$ cat src/rtl/delay_mix_pkg.sv
// Shared constants, crossfade state encoding and gain clamp for the delay tap mixer.
package delay_mix_pkg;

    localparam int DATA_W_DEF = 8;
    localparam int GAIN_FULL  = 16;
    localparam int GAIN_W     = 5;

    typedef enum logic [1:0] {
        STEADY   = 2'd0,
        FADE_OUT = 2'd1,
        FADE_IN  = 2'd2
    } mix_state_e;

    function automatic logic [GAIN_W-1:0] clamp16(input logic [GAIN_W-1:0] gain);
        return (gain > GAIN_W'(GAIN_FULL)) ? GAIN_W'(GAIN_FULL) : gain;
    endfunction

endpackage

$ cat src/rtl/delay_tap_mixer_if.sv
// Sample bus between the delay lines, the mixer and the output stage.
interface delay_tap_mixer_if
    import delay_mix_pkg::*;
#(
    parameter int DATA_W = DATA_W_DEF
);
    logic                sample_valid;
    logic [DATA_W-1:0]   dry;
    logic [4*DATA_W-1:0] taps;
    logic [1:0]          tap_sel;
    logic [GAIN_W-1:0]   mix_gain;
    logic [DATA_W-1:0]   out;
    logic                out_valid;
    logic                fade_busy;

    modport master (
        output sample_valid, dry, taps, tap_sel, mix_gain,
        input  out, out_valid, fade_busy
    );

    modport slave (
        input  sample_valid, dry, taps, tap_sel, mix_gain,
        output out, out_valid, fade_busy
    );
endinterface

$ cat src/rtl/delay_mix_datapath.sv
// Two-stage dry/wet blend: S1 captures dry/wet/gain, S2 registers the rounded weighted sum.
// Latency 2 cycles valid->out_valid; no backpressure, accepts one sample every cycle.
module delay_mix_datapath
    import delay_mix_pkg::*;
#(
    parameter int DATA_W = DATA_W_DEF
) (
    input  logic              clock,
    input  logic              reset,
    input  logic              valid,
    input  logic [DATA_W-1:0] dry,
    input  logic [DATA_W-1:0] wet,
    input  logic [GAIN_W-1:0] g,
    output logic [DATA_W-1:0] out,
    output logic              out_valid
);
    localparam int SUM_W = DATA_W + 5;

    logic              s1_vld;
    logic [DATA_W-1:0] s1_dry;
    logic [DATA_W-1:0] s1_wet;
    logic [GAIN_W-1:0] s1_g;
    logic [SUM_W-1:0]  dry_term;
    logic [SUM_W-1:0]  wet_term;
    logic [SUM_W-1:0]  mix_sum;

    always_ff @(posedge clock or posedge reset) begin
        if (reset) begin
            s1_vld <= 1'b0;
            s1_dry <= '0;
            s1_wet <= '0;
            s1_g   <= '0;
        end else begin
            s1_vld <= valid;
            if (valid) begin
                s1_dry <= dry;
                s1_wet <= wet;
                s1_g   <= g;
            end
        end
    end

    // Weights sum to 16, so the rounded result always fits back into DATA_W bits.
    assign dry_term = SUM_W'(s1_dry) * SUM_W'(GAIN_W'(GAIN_FULL) - s1_g);
    assign wet_term = SUM_W'(s1_wet) * SUM_W'(s1_g);
    assign mix_sum  = dry_term + wet_term + SUM_W'(8);

    always_ff @(posedge clock or posedge reset) begin
        if (reset) begin
            out_valid <= 1'b0;
            out       <= '0;
        end else begin
            out_valid <= s1_vld;
            if (s1_vld) begin
                out <= DATA_W'(mix_sum >> 4);
            end
        end
    end
endmodule

$ cat src/rtl/delay_tap_mixer.sv
// Tap select + dry/wet blend; DELAY_MIX_FADE_EN adds a gain crossfade on tap change.
// Latency 2 cycles sample_valid->out_valid; no backpressure, one sample per cycle.
module delay_tap_mixer
    import delay_mix_pkg::*;
#(
    parameter int DATA_W    = DATA_W_DEF,
    parameter int FADE_STEP = 1
) (
    input  logic              clock,
    input  logic              reset,
    delay_tap_mixer_if.slave  bus
);
    logic [GAIN_W-1:0] cur_gain;
    logic [GAIN_W-1:0] target;
    logic [1:0]        act_tap;
    logic [DATA_W-1:0] wet;
    logic [DATA_W-1:0] dp_out;
    logic              dp_out_valid;

    assign target = clamp16(bus.mix_gain);
    assign wet    = bus.taps[act_tap*DATA_W +: DATA_W];

`ifdef DELAY_MIX_FADE_EN
    localparam logic [GAIN_W-1:0] STEP_G = GAIN_W'(FADE_STEP);

    mix_state_e        state;
    mix_state_e        state_nxt;
    logic [GAIN_W-1:0] gain_toward;
    logic [GAIN_W-1:0] gain_down;
    logic [GAIN_W-1:0] gain_nxt;
    logic [1:0]        tap_nxt;
    logic              fade_busy_r;

    always_comb begin
        gain_toward = cur_gain;
        if (cur_gain < target) begin
            gain_toward = (target - cur_gain > STEP_G) ? cur_gain + STEP_G : target;
        end else if (cur_gain > target) begin
            gain_toward = (cur_gain - target > STEP_G) ? cur_gain - STEP_G : target;
        end
        gain_down = (cur_gain > STEP_G) ? cur_gain - STEP_G : '0;
    end

    always_comb begin
        state_nxt = state;
        gain_nxt  = cur_gain;
        tap_nxt   = act_tap;
        case (state)
            STEADY: begin
                if (bus.tap_sel != act_tap) begin
                    state_nxt = FADE_OUT;
                end else begin
                    gain_nxt = gain_toward;
                end
            end
            FADE_OUT: begin
                // The gain-0 sample still uses the old tap; the switch lands after it.
                if (cur_gain == '0) begin
                    tap_nxt   = bus.tap_sel;
                    state_nxt = FADE_IN;
                end else begin
                    gain_nxt = gain_down;
                    if (bus.tap_sel == act_tap) begin
                        state_nxt = FADE_IN;
                    end
                end
            end
            FADE_IN: begin
                if (bus.tap_sel != act_tap) begin
                    state_nxt = FADE_OUT;
                end else begin
                    gain_nxt = gain_toward;
                    if (gain_toward == target) begin
                        state_nxt = STEADY;
                    end
                end
            end
            default: state_nxt = STEADY;
        endcase
    end

    always_ff @(posedge clock or posedge reset) begin
        if (reset) begin
            state       <= STEADY;
            cur_gain    <= '0;
            act_tap     <= '0;
            fade_busy_r <= 1'b0;
        end else if (bus.sample_valid) begin
            state       <= state_nxt;
            cur_gain    <= gain_nxt;
            act_tap     <= tap_nxt;
            fade_busy_r <= (state_nxt != STEADY);
        end
    end

    assign bus.fade_busy = fade_busy_r;
`else
    // Tap and gain jump straight to the request; they take effect from the next sample.
    always_ff @(posedge clock or posedge reset) begin
        if (reset) begin
            cur_gain <= '0;
            act_tap  <= '0;
        end else if (bus.sample_valid) begin
            cur_gain <= target;
            act_tap  <= bus.tap_sel;
        end
    end

    assign bus.fade_busy = 1'b0;
`endif

    delay_mix_datapath #(
        .DATA_W (DATA_W)
    ) u_datapath (
        .clock     (clock),
        .reset     (reset),
        .valid     (bus.sample_valid),
        .dry       (bus.dry),
        .wet       (wet),
        .g         (cur_gain),
        .out       (dp_out),
        .out_valid (dp_out_valid)
    );

    assign bus.out       = dp_out;
    assign bus.out_valid = dp_out_valid;
endmodule

$ cat src/flat_wrapper.sv
// flat-port wrapper written by rule: the top's interface ports become plain ports
module delay_tap_mixer_flat import delay_mix_pkg::*;
#(
    parameter int DATA_W    = DATA_W_DEF,
    parameter int FADE_STEP = 1
)
  (clock, reset, bus_sample_valid, bus_dry, bus_taps, bus_tap_sel, bus_mix_gain, bus_out, bus_out_valid, bus_fade_busy);
  delay_tap_mixer_if #(.DATA_W(DATA_W)) bus_i ();
  input  logic clock;
  input  logic reset;
  input wire logic [$bits(bus_i.sample_valid)-1:0] bus_sample_valid;
  input wire logic [$bits(bus_i.dry)-1:0] bus_dry;
  input wire logic [$bits(bus_i.taps)-1:0] bus_taps;
  input wire logic [$bits(bus_i.tap_sel)-1:0] bus_tap_sel;
  input wire logic [$bits(bus_i.mix_gain)-1:0] bus_mix_gain;
  output wire logic [$bits(bus_i.out)-1:0] bus_out;
  output wire logic [$bits(bus_i.out_valid)-1:0] bus_out_valid;
  output wire logic [$bits(bus_i.fade_busy)-1:0] bus_fade_busy;
  assign bus_i.sample_valid = bus_sample_valid;
  assign bus_i.dry = bus_dry;
  assign bus_i.taps = bus_taps;
  assign bus_i.tap_sel = bus_tap_sel;
  assign bus_i.mix_gain = bus_mix_gain;
  assign bus_out = bus_i.out;
  assign bus_out_valid = bus_i.out_valid;
  assign bus_fade_busy = bus_i.fade_busy;
  delay_tap_mixer #(.DATA_W(DATA_W), .FADE_STEP(FADE_STEP)) u_core (.clock(clock), .reset(reset), .bus(bus_i));
endmodule
$ cat config.mk
export PLATFORM = sky130hd
export DESIGN_NAME = delay_tap_mixer_flat
export DESIGN_NICKNAME = d
export VERILOG_FILES = /design/src/rtl/delay_mix_pkg.sv /design/src/rtl/delay_tap_mixer_if.sv /design/src/rtl/delay_mix_datapath.sv /design/src/rtl/delay_tap_mixer.sv /design/src/flat_wrapper.sv
export SDC_FILE = /design/constraint.sdc
export NUM_CORES = 1
export LEC_CHECK = 0
export ABC_AREA = 1
export CORE_MARGIN = 5
export CORE_UTILIZATION = 40
export DETAILED_ROUTE_END_ITERATION = 7
export RECOVER_POWER = 25
export SETUP_SLACK_MARGIN = 0.15
export SYNTH_ARGS = -nofsm -noshare
export SYNTH_HDL_FRONTEND = slang
export SYNTH_SLANG_ARGS = --single-unit
$ cat constraint.sdc
create_clock -name clock -period 15.65 [get_ports clock]
set_input_delay 3.13 -clock clock [delete_from_list [all_inputs] [get_ports clock]]
set_output_delay 3.13 -clock clock [all_outputs]
set_load 0.01 [all_outputs]
# Yosys cells after proc, flatten, opt, wreduce, memory -nomap -nowiden
# Cells that the tools add are included.
[totals] regBits=38 latch_bits=0 ramBits=0 romBits=0 input_bits=50 output_inout_bits=10 wordCells=16 n_memories=0
[op_classes] n_addsub=3 n_mul=2 div=0 order_cmp=1 n_eq_ne=0 shifts=1 n_mux=1 bitwise=0 reduce_logical=0
[op_table] operator="indexed part select 32 x 6 -> 8 bit" n=1
[op_table] operator="adder 12 bit" n=1
[op_table] operator="adder 12 x 4 -> 12 bit, second input constant" n=1
[op_table] operator="multiplier 8 x 5 -> 12 bit" n=1
[op_table] operator="multiplier 9 x 6 -> 12 bit" n=1
[op_table] operator="subtractor 5 x 5 -> 6 bit, first input constant" n=1
[op_table] operator="greater-than comparator 5 bit, second input constant" n=1
[op_table] operator="2-to-1 mux 5 bit" n=1

# Longest topological paths before layout
[depth] ltp_word=4 ltp_mapped=28 mapped_depth_nobuf=27

# By module
# Synthesis repeated with hierarchy kept, for this count alone.
[hier_totals] cells_unflattened=603 hier_area_um2=4754.6
[modules_own_cells] module="delay_mix_datapath" instances=1 cells_each=502 area_per_inst_um2=4126.5 seq_area_each_um2=775.7
[modules_own_cells] module="delay_tap_mixer" instances=1 cells_each=101 area_per_inst_um2=628.1 seq_area_each_um2=175.2

# Worst setup path before layout
# OpenSTA, ideal clock, no wires.
[synth_path] kind="register -> register" startpoint="register u_core.u_datapath.s1_g[1]" endpoint="register u_core.u_datapath.out[7]" setup_time_ns=0.117 t_arrival_ns=4.826 required_time_ns=15.533 path_slack_ns=10.707 path_stages_with_launch=22 path_buffers=1 period_less_slack_ns=4.943 cell_sequence="dfrtp_1 buf_2 inv_1 ha_1 xnor2_2 nand2_1 fa_1 inv_1 fa_1 fa_1 fa_1 inv_1 fa_1 inv_1 ha_1 nand2_1 nor3_1 nand3_1 nand3_1 nand3_1 nand3_1 nand2_1"
[synth_between] elab_chain_cells=4 word_cells_on_any_way=5 cone_classes="add/sub (3); mul (2)"
[synth_lines] element="from (decl)" line_no="delay_mix_datapath.sv:22" rtl="logic [GAIN_W-1:0] s1_g;"
[synth_lines] element="from (signal assigned)" line_no="delay_mix_datapath.sv:38" rtl="s1_g <= g;"
[synth_lines] element="subtractor 5 x 5 -> 6 bit" line_no="delay_mix_datapath.sv:44" rtl="assign dry_term = SUM_W'(s1_dry) * SUM_W'(GAIN_W'(GAIN_FULL) - s1_g);"
[synth_lines] element="multiplier 9 x 6 -> 12 bit" line_no="delay_mix_datapath.sv:44"
[synth_lines] element="adder 12 bit *" line_no="delay_mix_datapath.sv:46" rtl="assign mix_sum = dry_term + wet_term + SUM_W'(8);"
[synth_lines] element="adder 12 x 4 -> 12 bit *" line_no="delay_mix_datapath.sv:46"
[synth_lines] element="to (signal assigned)" line_no="delay_mix_datapath.sv:55" rtl="out <= DATA_W'(mix_sum >> 4);"
[synth_lines] element="to (decl)" line_no="delay_mix_datapath.sv:14" rtl="output logic [DATA_W-1:0] out,"
# Mark *: on every way between the ends. The rest lies on a longest branch, timed or not.
# A chain may end at the register's enable or synchronous reset.

# Worst setup path after layout
[layout_path] startpoint="register u_core.u_datapath.s1_g[0]" endpoint="register u_core.u_datapath.out[7]"
# Same word-level chain as after synthesis.

==> flow_summary.ini <==
[final_layout]
finalNetCount = 812
syn_to_final_growth_pct = 18.9
final_area_um2 = 5490
post_route_cells_drive_above_1_share = 0.0461
antenna_cells_inserted = 0
layout.filler_cells = 1139

[sta]
slew_headroom = -0.387
clock_skew_ns = 0.00598
period_needed_ns = 5.70
report.final.hold_viol_count = 0
period_share = 0.364
report.final.slew_viol_count = 39
slew_at_the_pin_with_the_worst_max_slew_slack_ns = 2.08
timing.setup.tns_ns = 0
rsz_0062_raised_after_global_routing = false
hold_slack_ns = 0.480
max_frequency_mhz = 176
setup_viol = 0

[floorplanning]
rows = 39
starting_density_of_the_core = 0.406
core_area_um2 = 11400
overall_die_area_um2 = 13800
die_height_um = 117
io_pins = 60
die_x_um = 117

[setup_path]
rrSetupSlack_ns = 9.95
critical_path_class = register to register
timing.critical_path.buf_inv = 4
cp_max_fanout = 16
critical_path.startpoint_type = register
critical-path-slowest-cell = sky130_fd_sc_hd__dfrtp_1
timing.critical_path.cells = inv_2, ha_1, xnor2_2, nand2_1, fa_1, inv_1, fa_1, fa_1, fa_1, inv_1, fa_1, inv_1, ha_1, nand2_1, nor3_1, nand3_1, nand3_1, nand3_1, nand3_1, nand2_1
critPathTopFamily = adder cells
cp_data_arrival_time_ns = 5.87
cp_slowest_stage_delay_ns = 0.72
r2r_end = u_core.u_datapath.out[7]
crit_required_ns = 15.82
worst_r2r_startpoint = u_core.u_datapath.s1_g[0]
worst-r2r-cell-count = 20
end_kind = register
cp_most_frequent_cell = sky130_fd_sc_hd__fa_1

[cts]
clock_latency_ns = 0.29
holdBufCountCts = 0
root_buffer = sky130_fd_sc_hd__clkbuf_16
clkSinkCount = 38
worst_setup_hold_path_clk_slew_ns = 0.07
cts.repair_timing.setup_buffer_count = 0
tritoncts = yes
cts_max_path_buffers = 2
post_cts_resized = 0
htree_levels = 2
tritoncts.num_buffers = 5

[synth]
synth.avg_cell_area_um2 = 7.42
synth_cell_type_count = 30
ys_seq_elements = 38
ys.warnings.count = 0
postSynthNetCount = 763
synthesized_instance_count = 622
seq_area_frac_synth = 0.206
post_synth_instance_area_um2 = 4620

[global_routing]
vias_in_the_first_global_route = 4176
grtUsageTotal = 0.162
globalRoute.totalOverflow = 0
grt_first_pass_wirelength_um = 18800
antenna_found_initial = 0
grt_start_max_net_pins = 47

[drt]
route.detailed.wl_per_inst_um = 12.5
route.final.wire_length_um = 10200
post-route-drc-count = 0
dr.first_iter.drc_count = 199
vias_per_cell = 4.80
drt-pass1-iter-count = 7
num_vias = 3910
drtAntennaViolNets = 0

[power]
vdd_ir_drop_max_uv = 146
total_leakage_power_nw = 3.04
power_per_unit_of_standard_cell_area_nw_per_um2 = 199
power.total_mw = 1.09

[placement]
hpwl_um = 8470
postPlaceCellArea_um2 = 5300
placement.io_buffers = 58
gp_routability_congestion = 0.853

[outcome]
run_status = finished, violations left
violations = max-capacitance violations, max-slew violations

[worst_hold_path]
min-delay-start = u_core.u_datapath.out[4]
min_path_type = register to register
worst_hold_path.num_cells = 2
worstHoldEndpoint = u_core.u_datapath.out[4]

[run]
cap_violations = 1
[layer usage]
layer  share of wire  track usage
met1            0.43        0.206
met2            0.51        0.287
met3           0.041       0.0226
met4           0.018       0.0457
met5               0            0
[cell usage in the layout, fill, tap and decap left out, types with 4 or more instances in the layout]
cell / n
sky130_fd_sc_hd__a31oi_1: 10
sky130_fd_sc_hd__clkbuf_16: 5
sky130_fd_sc_hd__clkdlybuf4s50_1: 57
sky130_fd_sc_hd__dfrtp_1: 38
sky130_fd_sc_hd__fa_1: 59
sky130_fd_sc_hd__ha_1: 32
sky130_fd_sc_hd__inv_1: 143
sky130_fd_sc_hd__inv_2: 5
sky130_fd_sc_hd__nand2_1: 166
sky130_fd_sc_hd__nand2_2: 7
sky130_fd_sc_hd__nand3_1: 21
sky130_fd_sc_hd__nor2_1: 65
sky130_fd_sc_hd__nor2_2: 4
sky130_fd_sc_hd__o21ai_0: 31
[power breakdown]
group          internal, mW  switching (mW)
logic                 0.328           0.482
clock network        0.0917          0.0446
registers             0.120          0.0245
[worst max path at each step]
stage                     cells after the start                      start                       end  slack [ns]
after floorplan                              21  u_core.u_datapath.s1_g[1]  u_core.u_datapath.out[7]       10.71
after global placement                       20  u_core.u_datapath.s1_g[0]  u_core.u_datapath.out[7]       10.23
after detailed placement                     20  u_core.u_datapath.s1_g[0]  u_core.u_datapath.out[7]       10.02
after CTS                                    20  u_core.u_datapath.s1_g[0]  u_core.u_datapath.out[7]        9.98
after global routing                         20  u_core.u_datapath.s1_g[0]  u_core.u_datapath.out[7]        9.71
final                                        20  u_core.u_datapath.s1_g[0]  u_core.u_datapath.out[7]        9.95
[area by class of cell]
class / instances / area, um^2 / share of cell area
clock buffer: 5 / 125 / 0.0228
clock inverter: 3 / 68.8 / 0.0125
inverter: 150 / 563 / 0.103
multi-input combinational: 416 / 3010 / 0.548
sequential: 38 / 951 / 0.173
tap: 143 / 179 / 0.0326
timing repair buffer: 60 / 592 / 0.108
[sequential cells by signal, summed over array words and instances (netlist names)]
signal / cells
u_core.u_datapath.s1_dry: 8
u_core.u_datapath.out_valid: 1
u_core.cur_gain: 5
u_core.u_datapath.s1_g: 5
u_core.act_tap: 2
u_core.u_datapath.out: 8
u_core.u_datapath.s1_vld: 1
u_core.u_datapath.s1_wet: 8
[cell usage after synthesis, drive strengths merged]
| master | instances | area share |
|---|---|---|
| ha | 32 | 0.087 |
| o41ai | 1 | 0.0019 |
| fa | 59 | 0.26 |
| o21ai | 32 | 0.035 |
| nor3 | 2 | 0.0022 |
| a22o | 2 | 0.0038 |
| dfrtp | 38 | 0.21 |
| inv | 148 | 0.12 |
| or2 | 1 | 0.0014 |
| a31oi | 10 | 0.014 |
| xnor2 | 3 | 0.0073 |
| clkbuf | 7 | 0.0057 |
| nor2 | 69 | 0.058 |
| o21bai | 1 | 0.0016 |
| buf | 11 | 0.014 |
| clkinv | 2 | 0.0016 |
| a21o | 1 | 0.0019 |
| conb | 1 | 0.00081 |
| a21oi | 3 | 0.0033 |
| nand3 | 25 | 0.033 |
| nand2 | 173 | 0.14 |
| nand4 | 1 | 0.0014 |
[through the flow]
| stage | std cells | setup slack (ns) | utilization |
|---|---|---|---|
| 6_report | 815 | 9.95 | 0.483 |
| 5_1_grt | 815 | 9.71 | 0.483 |
| 4_1_cts | 815 | 9.98 | 0.483 |
| 3_5_place_dp | 807 | 10.02 | 0.466 |
| 3_3_place_gp | 807 | 10.23 | 0.466 |
| 2_1_floorplan | 622 | 10.71 | - |
[worst reg2reg max path: cells and delay by family, from the launching register on]
kind	cells	cell delay, ns
and+or+nand+nor	8	0.92
DFF	1	0.72
xor gates and xnor gates	1	0.39
adders and majority gates	7	3.25
buffers and inverters	4	0.28
[cell families after synthesis]
| kind of cell | synth area share |
|---|---|
| AND/OR/NAND/NOR | 0.241 |
| other | 0.000812 |
| adder cells (fa/ha/maj) | 0.343 |
| buffers and inverters | 0.142 |
| AO/OA/AOI/OAI | 0.0607 |
| XOR/XNOR | 0.00732 |
| flip-flops | 0.206 |
Power figures use the tool's default switching activity.
